**src/rtl/snake_move_module.sv**
```systemverilog
// Snake geometry engine: steps the snake on a timer, tracks up to MAX_LEN segments, flags wall/body hits.
// Define SNAKE_WRAP_EN to make the grid edges wrap around instead of raising Hit_wall_sig.
module snake_move_module #(
  parameter int GRID_W      = 40,
  parameter int GRID_H      = 30,
  parameter int X_W         = 6,
  parameter int Y_W         = 5,
  parameter int MAX_LEN     = 16,
  parameter int STEP_CYCLES = 12_500_000
) (
  input  logic                       Clk_50mhz,
  input  logic                       Rst_n,
  input  logic                       Key_left,
  input  logic                       Key_right,
  input  logic                       Key_up,
  input  logic                       Key_down,
  input  logic [2:0]                 Game_status,
  input  logic                       Grow_pulse,
  input  logic [$clog2(MAX_LEN)-1:0] Seg_idx,
  output logic [X_W-1:0]             Seg_x,
  output logic [Y_W-1:0]             Seg_y,
  output logic                       Seg_valid,
  output logic [X_W-1:0]             Head_x,
  output logic [Y_W-1:0]             Head_y,
  output logic [$clog2(MAX_LEN):0]   Snake_len,
  output logic                       Step_tick,
  output logic                       Hit_wall_sig,
  output logic                       Hit_body_sig
);

  localparam int IDX_W = $clog2(MAX_LEN);
  localparam int LEN_W = IDX_W + 1;
  localparam int CNT_W = (STEP_CYCLES > 1) ? $clog2(STEP_CYCLES) : 1;

  localparam logic [CNT_W-1:0] CNT_LAST = CNT_W'(STEP_CYCLES - 1);
  localparam logic [CNT_W-1:0] CNT_ONE  = CNT_W'(1);
  localparam logic [X_W-1:0]   X_MAX    = X_W'(GRID_W - 1);
  localparam logic [X_W-1:0]   X_MID    = X_W'(GRID_W / 2);
  localparam logic [X_W-1:0]   X_ONE    = X_W'(1);
  localparam logic [Y_W-1:0]   Y_MAX    = Y_W'(GRID_H - 1);
  localparam logic [Y_W-1:0]   Y_MID    = Y_W'(GRID_H / 2);
  localparam logic [Y_W-1:0]   Y_ONE    = Y_W'(1);
  localparam logic [LEN_W-1:0] LEN_INIT = LEN_W'(3);
  localparam logic [LEN_W-1:0] LEN_ONE  = LEN_W'(1);
  localparam logic [LEN_W-1:0] LEN_MAX  = LEN_W'(MAX_LEN);

`ifdef SNAKE_WRAP_EN
  localparam bit WRAP_EN = 1'b1;
`else
  localparam bit WRAP_EN = 1'b0;
`endif

  typedef enum logic [1:0] {DIR_UP, DIR_DOWN, DIR_LEFT, DIR_RIGHT} dir_t;

  logic [X_W-1:0]   r_seg_x [MAX_LEN];
  logic [Y_W-1:0]   r_seg_y [MAX_LEN];
  logic [LEN_W-1:0] r_len;
  logic [CNT_W-1:0] r_cnt;
  dir_t             r_dir;
  dir_t             r_next_dir;
  logic             r_grow;
  logic             r_hit_wall;
  logic             r_hit_body;

  logic             w_play;
  logic             w_start;
  logic             w_hit;
  logic             w_tick;
  logic             w_grow_eff;
  dir_t             w_key_dir;
  logic [X_W-1:0]   w_nx;
  logic [Y_W-1:0]   w_ny;
  logic             w_edge;
  logic             w_wall;
  logic             w_body;
  logic [LEN_W-1:0] w_len_m1;

  // Initial body lies horizontally to the left of the centre cell.
  function automatic logic [X_W-1:0] init_x(input int i);
    return (i < 3) ? X_MID - X_W'(i) : '0;
  endfunction

  function automatic logic [Y_W-1:0] init_y(input int i);
    return (i < 3) ? Y_MID : '0;
  endfunction

  assign w_play     = (Game_status == 3'b010);
  assign w_start    = (Game_status == 3'b001);
  assign w_hit      = r_hit_wall | r_hit_body;
  assign w_tick     = w_play & ~w_hit & (r_cnt == CNT_LAST);
  assign w_grow_eff = r_grow | Grow_pulse;
  assign w_len_m1   = r_len - LEN_ONE;
  assign w_wall     = w_edge & ~WRAP_EN;

  // A reversing key is dropped before priority selection; this cycle's key counts at a step.
  always_comb begin
    w_key_dir = r_next_dir;
    if (Key_up && r_dir != DIR_DOWN)          w_key_dir = DIR_UP;
    else if (Key_down && r_dir != DIR_UP)     w_key_dir = DIR_DOWN;
    else if (Key_left && r_dir != DIR_RIGHT)  w_key_dir = DIR_LEFT;
    else if (Key_right && r_dir != DIR_LEFT)  w_key_dir = DIR_RIGHT;
  end

  always_comb begin
    w_nx   = r_seg_x[0];
    w_ny   = r_seg_y[0];
    w_edge = 1'b0;
    case (w_key_dir)
      DIR_UP: begin
        w_edge = (r_seg_y[0] == '0);
        w_ny   = w_edge ? Y_MAX : r_seg_y[0] - Y_ONE;
      end
      DIR_DOWN: begin
        w_edge = (r_seg_y[0] == Y_MAX);
        w_ny   = w_edge ? '0 : r_seg_y[0] + Y_ONE;
      end
      DIR_LEFT: begin
        w_edge = (r_seg_x[0] == '0);
        w_nx   = w_edge ? X_MAX : r_seg_x[0] - X_ONE;
      end
      default: begin
        w_edge = (r_seg_x[0] == X_MAX);
        w_nx   = w_edge ? '0 : r_seg_x[0] + X_ONE;
      end
    endcase
  end

  // The tail cell only blocks when growing, otherwise it vacates on this step.
  always_comb begin
    w_body = 1'b0;
    for (int i = 1; i < MAX_LEN; i++) begin
      if (r_seg_x[i] == w_nx && r_seg_y[i] == w_ny &&
          ((LEN_W'(i) < w_len_m1) || (LEN_W'(i) == w_len_m1 && w_grow_eff)))
        w_body = 1'b1;
    end
  end

  always_ff @(posedge Clk_50mhz or negedge Rst_n) begin
    if (!Rst_n) begin
      for (int i = 0; i < MAX_LEN; i++) begin
        r_seg_x[i] <= init_x(i);
        r_seg_y[i] <= init_y(i);
      end
      r_len      <= LEN_INIT;
      r_cnt      <= '0;
      r_dir      <= DIR_RIGHT;
      r_next_dir <= DIR_RIGHT;
      r_grow     <= 1'b0;
      r_hit_wall <= 1'b0;
      r_hit_body <= 1'b0;
    end else if (w_start) begin
      for (int i = 0; i < MAX_LEN; i++) begin
        r_seg_x[i] <= init_x(i);
        r_seg_y[i] <= init_y(i);
      end
      r_len      <= LEN_INIT;
      r_cnt      <= '0;
      r_dir      <= DIR_RIGHT;
      r_next_dir <= DIR_RIGHT;
      r_grow     <= 1'b0;
      r_hit_wall <= 1'b0;
      r_hit_body <= 1'b0;
    end else if (w_play) begin
      r_cnt      <= (r_cnt == CNT_LAST) ? '0 : r_cnt + CNT_ONE;
      r_next_dir <= w_key_dir;
      r_grow     <= w_grow_eff;
      if (w_tick) begin
        r_dir  <= w_key_dir;
        r_grow <= 1'b0;
        if (w_wall) begin
          r_hit_wall <= 1'b1;
        end else if (w_body) begin
          r_hit_body <= 1'b1;
        end else begin
          for (int i = 1; i < MAX_LEN; i++) begin
            r_seg_x[i] <= r_seg_x[i-1];
            r_seg_y[i] <= r_seg_y[i-1];
          end
          r_seg_x[0] <= w_nx;
          r_seg_y[0] <= w_ny;
          if (w_grow_eff && r_len < LEN_MAX) r_len <= r_len + LEN_ONE;
        end
      end
    end
  end

  // Renderer read port: one cycle from Seg_idx to data.
  always_ff @(posedge Clk_50mhz or negedge Rst_n) begin
    if (!Rst_n) begin
      Seg_x     <= '0;
      Seg_y     <= '0;
      Seg_valid <= 1'b0;
    end else begin
      Seg_x     <= r_seg_x[Seg_idx];
      Seg_y     <= r_seg_y[Seg_idx];
      Seg_valid <= ({1'b0, Seg_idx} < r_len);
    end
  end

  assign Head_x       = r_seg_x[0];
  assign Head_y       = r_seg_y[0];
  assign Snake_len    = r_len;
  assign Step_tick    = w_tick;
  assign Hit_wall_sig = r_hit_wall;
  assign Hit_body_sig = r_hit_body;

endmodule

```
**config.mk**
```make
export PLATFORM = sky130hd
export DESIGN_NAME = snake_move_module
export DESIGN_NICKNAME = d
export VERILOG_FILES = /design/src/rtl/snake_move_module.sv
export SDC_FILE = /design/constraint.sdc
export NUM_CORES = 1
export LEC_CHECK = 0
export BUFFER_PORTS_ARGS = -buffer_cell sky130_fd_sc_hd__clkbuf_2
export CELL_PAD_IN_SITES_DETAIL_PLACEMENT = 1
export CELL_PAD_IN_SITES_GLOBAL_PLACEMENT = 1
export CORE_ASPECT_RATIO = 0.7
export CORE_MARGIN = 1.5
export CORE_UTILIZATION = 45
export DETAILED_ROUTE_END_ITERATION = 7
export PLACE_DENSITY_LB_ADDON = 0.1
export SLEW_MARGIN = 40
export SYNTH_ARGS = -nofsm -noshare
export SYNTH_HDL_FRONTEND = slang
export SYNTH_SLANG_ARGS = --single-unit
```
**constraint.sdc**
```tcl
create_clock -name Clk_50mhz -period 4 [get_ports Clk_50mhz]
set_input_delay 0.6 -clock Clk_50mhz [delete_from_list [all_inputs] [get_ports Clk_50mhz]]
set_output_delay 0.6 -clock Clk_50mhz [all_outputs]
set_load 0.02 [all_outputs]
```
==> flow_summary.toml, run 1 <==
[run_status]
outcome = "finished with violations"
violations = "setup timing"

[sta]
period_needed_ns = 4.31
fin_tns_setup_ns = -31.98
finalWorstSetupSlack_ns = -0.306
drv_slew = 0
setup_viol = 181
worst_pin_slew_ns = 0.806
relSlewSlack_pct = 46.3
hold_viol = 0
post-route-period-util_pct = 108
fmax_mhz = 232
finalClockSkew_ns = 0.0117
rsz0062_at_grt = "true"

[cts]
tritoncts = "built"
postCtsHoldBufs = 0
worstSkewPairLatency_ns = 0.56
cts_max_path_buffers = 3
clockRootBuffer = "clkbuf_16"
cts.sinks = 224
ctsHtreeMaxLevel = 1
clk_pin_slew_worst_paths_ns = 0.07
cts_made_buffers = 25

[worst_setup_path]
r2r_start = "r_dir[0]$_DFFE_PN1P_"
start_kind = "flip-flop"
cp_slowest_cell = "dfstp_2"
rr_endpoint = "Snake_len[3]$_DFFE_PN0P_"
crit_path_cell_trace = "mux2_4 -> o21a_4 -> nand2_8 -> buf_8 -> buf_4 -> o211ai_1 -> a21oi_1 -> a2111oi_2 -> nand4_1 -> buf_4 -> o32ai_4 -> buf_6 -> nor4_4 -> buf_6 -> nand3_4 -> or4_4 -> a21oi_2"
crit_required_ns = 4.47
rrSetupSlack_ns = -0.31
critPathMaxStageDelay_ns = 0.62
critPathArrivalTime_ns = 4.78
crit_type = "flip-flop to flip-flop"
critPathMaxFanout = 7
end_kind = "flip-flop"
reg2regPathDepth = 17

[final_layout]
area_delta_synth_final_pct = 33.7
drive_gt1_share_pct = 34.7
final_common_cell = "buf_4"
num_antenna_cells = 0
nets = 1952
fill_cells = 3713
finalInstanceArea_um2 = 20400
final_util_pct = 60.9
final_cell_mix = "buf_4, dfrtp_1, nand2_1"

[synthesis]
synth_top_cell_area_share_pct = 32.7
synthDistinctLibCells = 94
syn-num-nets = 1715
ys_top_cells_by_area = "dfrtp_1, mux4_2, nand4_1"
synth_seq_cells = 224
synth-seq-area-share_pct = 37.0
synth_flop_cell = "dfrtp_1"
async_reset_ff_share_pct = 100
ys_warn_count = 0
yosysTopAreaCell = "dfrtp_1"
synth_edf_count = 0
synthCells = 1686
synth_area_um2 = 15200
synth_area_per_cell_um2 = 9.03

[run]
max_cap_viol_count = 0

[floorplanning]
ioPinCount = 45
start_util_pct = 45.6
die_h_um = 157
fp.dieArea_um2 = 35000
die_w_um = 223
num_rows = 56
core_um2 = 33400

[power]
worst_ir_drop_vdd_mv = 0.288
clockPowerShare_pct = 44.4
p_comb_share_pct = 14.2
p_leak_uw = 0.00864
switchingPower_uw = 1530
powerDensity_nw_per_um2 = 273
internal_power_uw = 4030
p_sw_share_pct = 27.5
seqPwrFrac_pct = 41.4

[global_route]
busiest_layer = "met1"
grt_max_degree = 119
grt_remaining_overflow = 0
antenna_found_initial = 3
grt_pass1_vias = 15500
globalRouteMet2Util_pct = 53.4
grt_use_total_pct = 37.4
use_met1_pct = 54.8
grt_pass1_wl_um = 98700
grt_use_met3_pct = 10.1

[routing]
ant_nets = 0
drt_wl_total_um = 70500
vias = 16000
firstDrtPassIters = 6
drc = 0
routed_via_density = 6.73
wl_per_cell_um = 29.7
drtIter0Drc = 1760

[placed_design]
io_buffers = 44
dp_hpwl_um = 45800
globalplace.congestion = 0.965
placed_cell_area_um2 = 17300

[min_path]
hold_path.class = "input pin to asynchronous set/reset pin"
[critical path: cells and delay by family (launching register included)]
| family | cells | cell delay, ns |
|---|---|---|
| AOI/OAI and AO/OA | 6 | 1.18 |
| buffers and inverters | 5 | 0.73 |
| DFF | 1 | 0.62 |
| muxes | 1 | 0.35 |
| and+or+nand+nor | 5 | 1.31 |
[metrics by stage]
step	std cells	hold WS, ns	power, uW	worst slack [ns]
6_report	2375	0.0783	5550	-0.306
5_1_grt	2375	0.119	5680	-0.367
4_1_cts	2336	0.0970	5480	-0.0564
3_5_place_dp	2242	0.490	2980	-0.894
3_3_place_gp	2242	0.488	2960	-0.811
2_1_floorplan	1686	0.304	2650	0.00103
[cell type report]
cell class / count / area [um2] / share of cell area, %
Timing Repair Buffer: 362 / 3450 / 16.9
Multi-Input combinational cell: 1273 / 9760 / 47.9
Clock buffer: 36 / 717 / 3.52
Inverter: 37 / 139 / 0.682
Clock inverter: 8 / 119 / 0.584
Tap cell: 435 / 544 / 2.67
Sequential cell: 224 / 5640 / 27.7
[repair_timing]
item | 4_1_cts | 5_1_grt
setup buffers | 43 | 36
setup endpoints to repair | 182 | 182
pin swaps | 25 | 64
cloned | 7 | 12
gates resized for setup | 118 | 186
[sequential cells by signal, summed over array words and instances (netlist names)]
| name | count |
|---|---|
| Head_y | 5 |
| Seg_x | 6 |
| r_next_dir | 2 |
| Snake_len | 5 |
| Seg_valid | 1 |
| Hit_body_sig | 1 |
| r_seg_x | 90 |
| Seg_y | 5 |
| r_grow | 1 |
| r_cnt | 24 |
| Hit_wall_sig | 1 |
| Head_x | 6 |
| r_dir | 2 |
| r_seg_y | 75 |
[Yosys cell counts, types with 9 or more instances]
cell type / count
a21boi_0: 14
a21oi_1: 49
a31oi_1: 9
and3_1: 21
buf_1: 15
buf_2: 26
buf_4: 21
clkbuf_1: 81
dfrtp_1: 199
dfstp_2: 25
ha_1: 15
inv_1: 37
mux2_1: 9
mux2i_1: 16
mux4_2: 55
nand2_1: 188
nand3_1: 57
nand4_1: 142
nor2_1: 68
nor3_1: 72
nor4_1: 12
o211ai_1: 9
o21a_1: 14
o21ai_0: 136
o21ai_1: 101
or3_1: 11
xnor2_1: 58
xor2_1: 60
[how the worst max path moves through the flow]
stage,from,endpoint,slack [ns],cells after the start
floorplan,Snake_len[0]$_DFFE_PN1P_,r_seg_x[23]$_DFFE_PN0P_,0.001,16
global placement,Key_right,r_seg_x[58]$_DFFE_PN0P_,-0.81,16
detailed placement,Key_right,r_seg_x[72]$_DFFE_PN0P_,-0.89,17
CTS,r_dir[0]$_DFFE_PN1P_,Snake_len[3]$_DFFE_PN0P_,-0.06,17
global route,r_dir[0]$_DFFE_PN1P_,Snake_len[3]$_DFFE_PN0P_,-0.37,19
finish,r_dir[0]$_DFFE_PN1P_,Snake_len[3]$_DFFE_PN0P_,-0.31,17
[metal layers]
layer | routed length [um] | vias to the layer above
met5 | 12 | -
met3 | 8060 | 179
li1 | - | 6724
met1 | 30200 | 8202
met2 | 29800 | 869
met4 | 2490 | 2
[power by group through the flow]
stage	Sequential, uW	Combinational (uW)	Clock (uW)
after global routing	2300	821	2560
after detailed placement	2340	636	0
after CTS	2300	695	2490
after global placement	2340	625	0
after floorplan	2340	307	0
final	2300	787	2470
[cell families after synthesis]
group	synth area share, %
AO/OA/AOI/OAI	17.0
XOR/XNOR	6.94
adder cells (fa/ha/maj)	1.23
buffers and inverters	5.79
flip-flops	37.0
multiplexers	9.95
AND/OR/NAND/NOR	22.1
Power figures use the tool's default switching activity.
==> run 2: changes to the inputs <==
--- a/config.mk
+++ b/config.mk
@@ -8,7 +8,7 @@
 export BUFFER_PORTS_ARGS = -buffer_cell sky130_fd_sc_hd__clkbuf_2
 export CELL_PAD_IN_SITES_DETAIL_PLACEMENT = 1
 export CELL_PAD_IN_SITES_GLOBAL_PLACEMENT = 1
-export CORE_ASPECT_RATIO = 0.7
+export CORE_ASPECT_RATIO = 1.1
 export CORE_MARGIN = 1.5
 export CORE_UTILIZATION = 45
 export DETAILED_ROUTE_END_ITERATION = 7
==> flow_summary.toml, run 2 (synthesis results as in run 1) <==
[placed_design]
dp_hpwl_um = 42300
placed_cell_area_um2 = 17500
io_buffers = 44
globalplace.congestion = 0.959
placed_cells = 2248

[sta]
setup_viol = 172
fmax_mhz = 239
worst_pin_slew_ns = 0.960
hold_viol = 0
relSlewSlack_pct = 36.0
finalClockSkew_ns = 0.0115
drv_slew = 0
holdWs_ns = 0.0299
period_needed_ns = 4.18
post-route-period-util_pct = 105
rsz0062_at_grt = "true"
finalWorstSetupSlack_ns = -0.184

[routing]
drtIter0Drc = 1289
routed_via_density = 6.62
top_layer = "met4"
drt_wl_total_um = 64000
drc = 0
ant_nets = 0
dr_wl_met2_um = 30100
vias = 15600
firstDrtPassIters = 5
wl_met1_um = 26300
wl_per_cell_um = 27.2
wl_met3_um = 4240

[power]
power.total_uw = 6010
worst_ir_drop_vdd_mv = 0.331
p_leak_uw = 0.00846
p_sw_share_pct = 25.7
switchingPower_uw = 1540
powerDensity_nw_per_um2 = 302
seqPwrFrac_pct = 38.3
p_comb_share_pct = 12.3
clockPowerShare_pct = 49.4
internal_power_uw = 4460

[floorplanning]
num_rows = 70
fp.dieArea_um2 = 34900
core_um2 = 33300
die_h_um = 196
die_w_um = 178
ioPinCount = 45
start_util_pct = 45.7

[final_layout]
largest_reg_flops = 90
largest_registers = "r_seg_x: 90 flops, r_seg_y: 75 flops, r_cnt: 24 flops"
final_util_pct = 59.7
final_cell_mix = "buf_4, dfrtp_1, nand2_1"
final_common_cell = "buf_4"
nets = 1930
finalInstanceArea_um2 = 19900
area_delta_synth_final_pct = 30.5
num_antenna_cells = 0
drive_gt1_share_pct = 31.2
fin_cells = 2354
regMostFlops = "r_seg_x"

[cts]
clockRootBuffer = "clkbuf_16"
worstSkewPairLatency_ns = 0.57
postCtsHoldBufs = 0
clk_pin_slew_worst_paths_ns = 0.06
tritoncts = "built"
cts_max_path_buffers = 3
cts_made_buffers = 28
ctsHtreeMaxLevel = 1
cts.sinks = 224

[run]
max_cap_viol_count = 0

[run_status]
violations = "setup timing"
outcome = "finished with violations"

[worst_setup_path]
rrSetupSlack_ns = -0.18
crit_path_cell_trace = "mux2_4 -> o21a_4 -> nand2_8 -> buf_12 -> o211ai_1 -> o21ai_2 -> buf_12 -> xor2_1 -> nand4_1 -> nor4_4 -> nor4b_2 -> buf_4 -> nand4_4 -> buf_12 -> buf_4 -> nand3_1 -> o21ai_0"
crit_type = "flip-flop to flip-flop"
critPathMaxFanout = 16
start_kind = "flip-flop"
crit_top_cell = "buf_12"
crit_required_ns = 4.48
critPathArrivalTime_ns = 4.66
critPathMaxStageDelay_ns = 0.60
end_kind = "flip-flop"
cp_slowest_cell = "dfstp_2"

[min_path]
hold_path.class = "input pin to asynchronous set/reset pin"

[global_route]
grt_max_degree = 87
grt_use_total_pct = 35.6
grt_pass1_vias = 15700
grt_pass1_wl_um = 95600
antenna_found_initial = 0
grt_remaining_overflow = 0
==> run 2: changes by cell type in the layout (fill, tap and decap cells not counted), moves of 5 or more <==
cell	change
nand3_1	+11
o21ai_2	-36
buf_4	+9
buf_6	-28
nand3_2	-9
o21ai_1	+13
o21ai_0	+24
clkbuf_16	-5
==> run 2: per-layer routing <==
metal	track usage, %	vias to the layer above
li1	-	6669
met1	48.1	8068
met2	57.0	657
met3	5.21	192
met4	15.4	0
met5	0	-
==> run 2: final timing paths <==
kind | start | to | cells after the start
min | Rst_n | Snake_len[2]$_DFFE_PN0P_ | 1
max | r_dir[0]$_DFFE_PN1P_ | r_seg_x[11]$_DFFE_PN0P_ | 17
min reg2reg | r_cnt[23]$_DFFE_PN0N_ | r_cnt[23]$_DFFE_PN0N_ | 1
max reg2reg | r_dir[0]$_DFFE_PN1P_ | r_seg_x[11]$_DFFE_PN0P_ | 17
max in group asynchronous | Rst_n | r_seg_y[72]$_DFFE_PN1P_ | 2
min in group Clk_50mhz | Grow_pulse | r_grow$_DFFE_PN0N_ | 3
==> run 2: power groups by stage <==
stage,logic [uW],clock network (uW),registers [uW]
final,740,2970,2300
after floorplan,307,0,2340
after detailed placement,640,0,2340
after CTS,672,2980,2300
after global placement,626,0,2340
after global routing,779,3080,2300
==> run 2: area by class of cell <==
type                       count  area, um2
tap                          432        541
fill                        3715      13400
timing repair buffer         337       3060
sequential                   224       5640
inverter                      37        139
clock inverter                12        243
clock buffer                  39        823
multi-input combinational   1273       9430
==> run 2: timing repair <==
action                     4_1_cts  5_1_grt
pin swaps                       27       29
setup endpoints to repair      182      179
setup buffers                   20       29
gates cloned                     4        3
resized for setup               77       79
==> run 2: stage by stage <==
stage                      TNS, ns  setup slack, ns
after CTS                 -0.00855         -0.00488
after floorplan                  0          0.00103
final                        -9.94           -0.184
after detailed placement   -104.70           -0.734
after global placement      -97.61           -0.660
after global routing        -27.85           -0.266
==> run 2: critical path: cells and delay by family (launching register included) <==
family / cells / cell delay, ns
simple gates: 6 / 1.10
buf+inv: 5 / 0.83
compound gates: 4 / 0.76
flops: 1 / 0.60
xor+xnor: 1 / 0.45
mux: 1 / 0.34
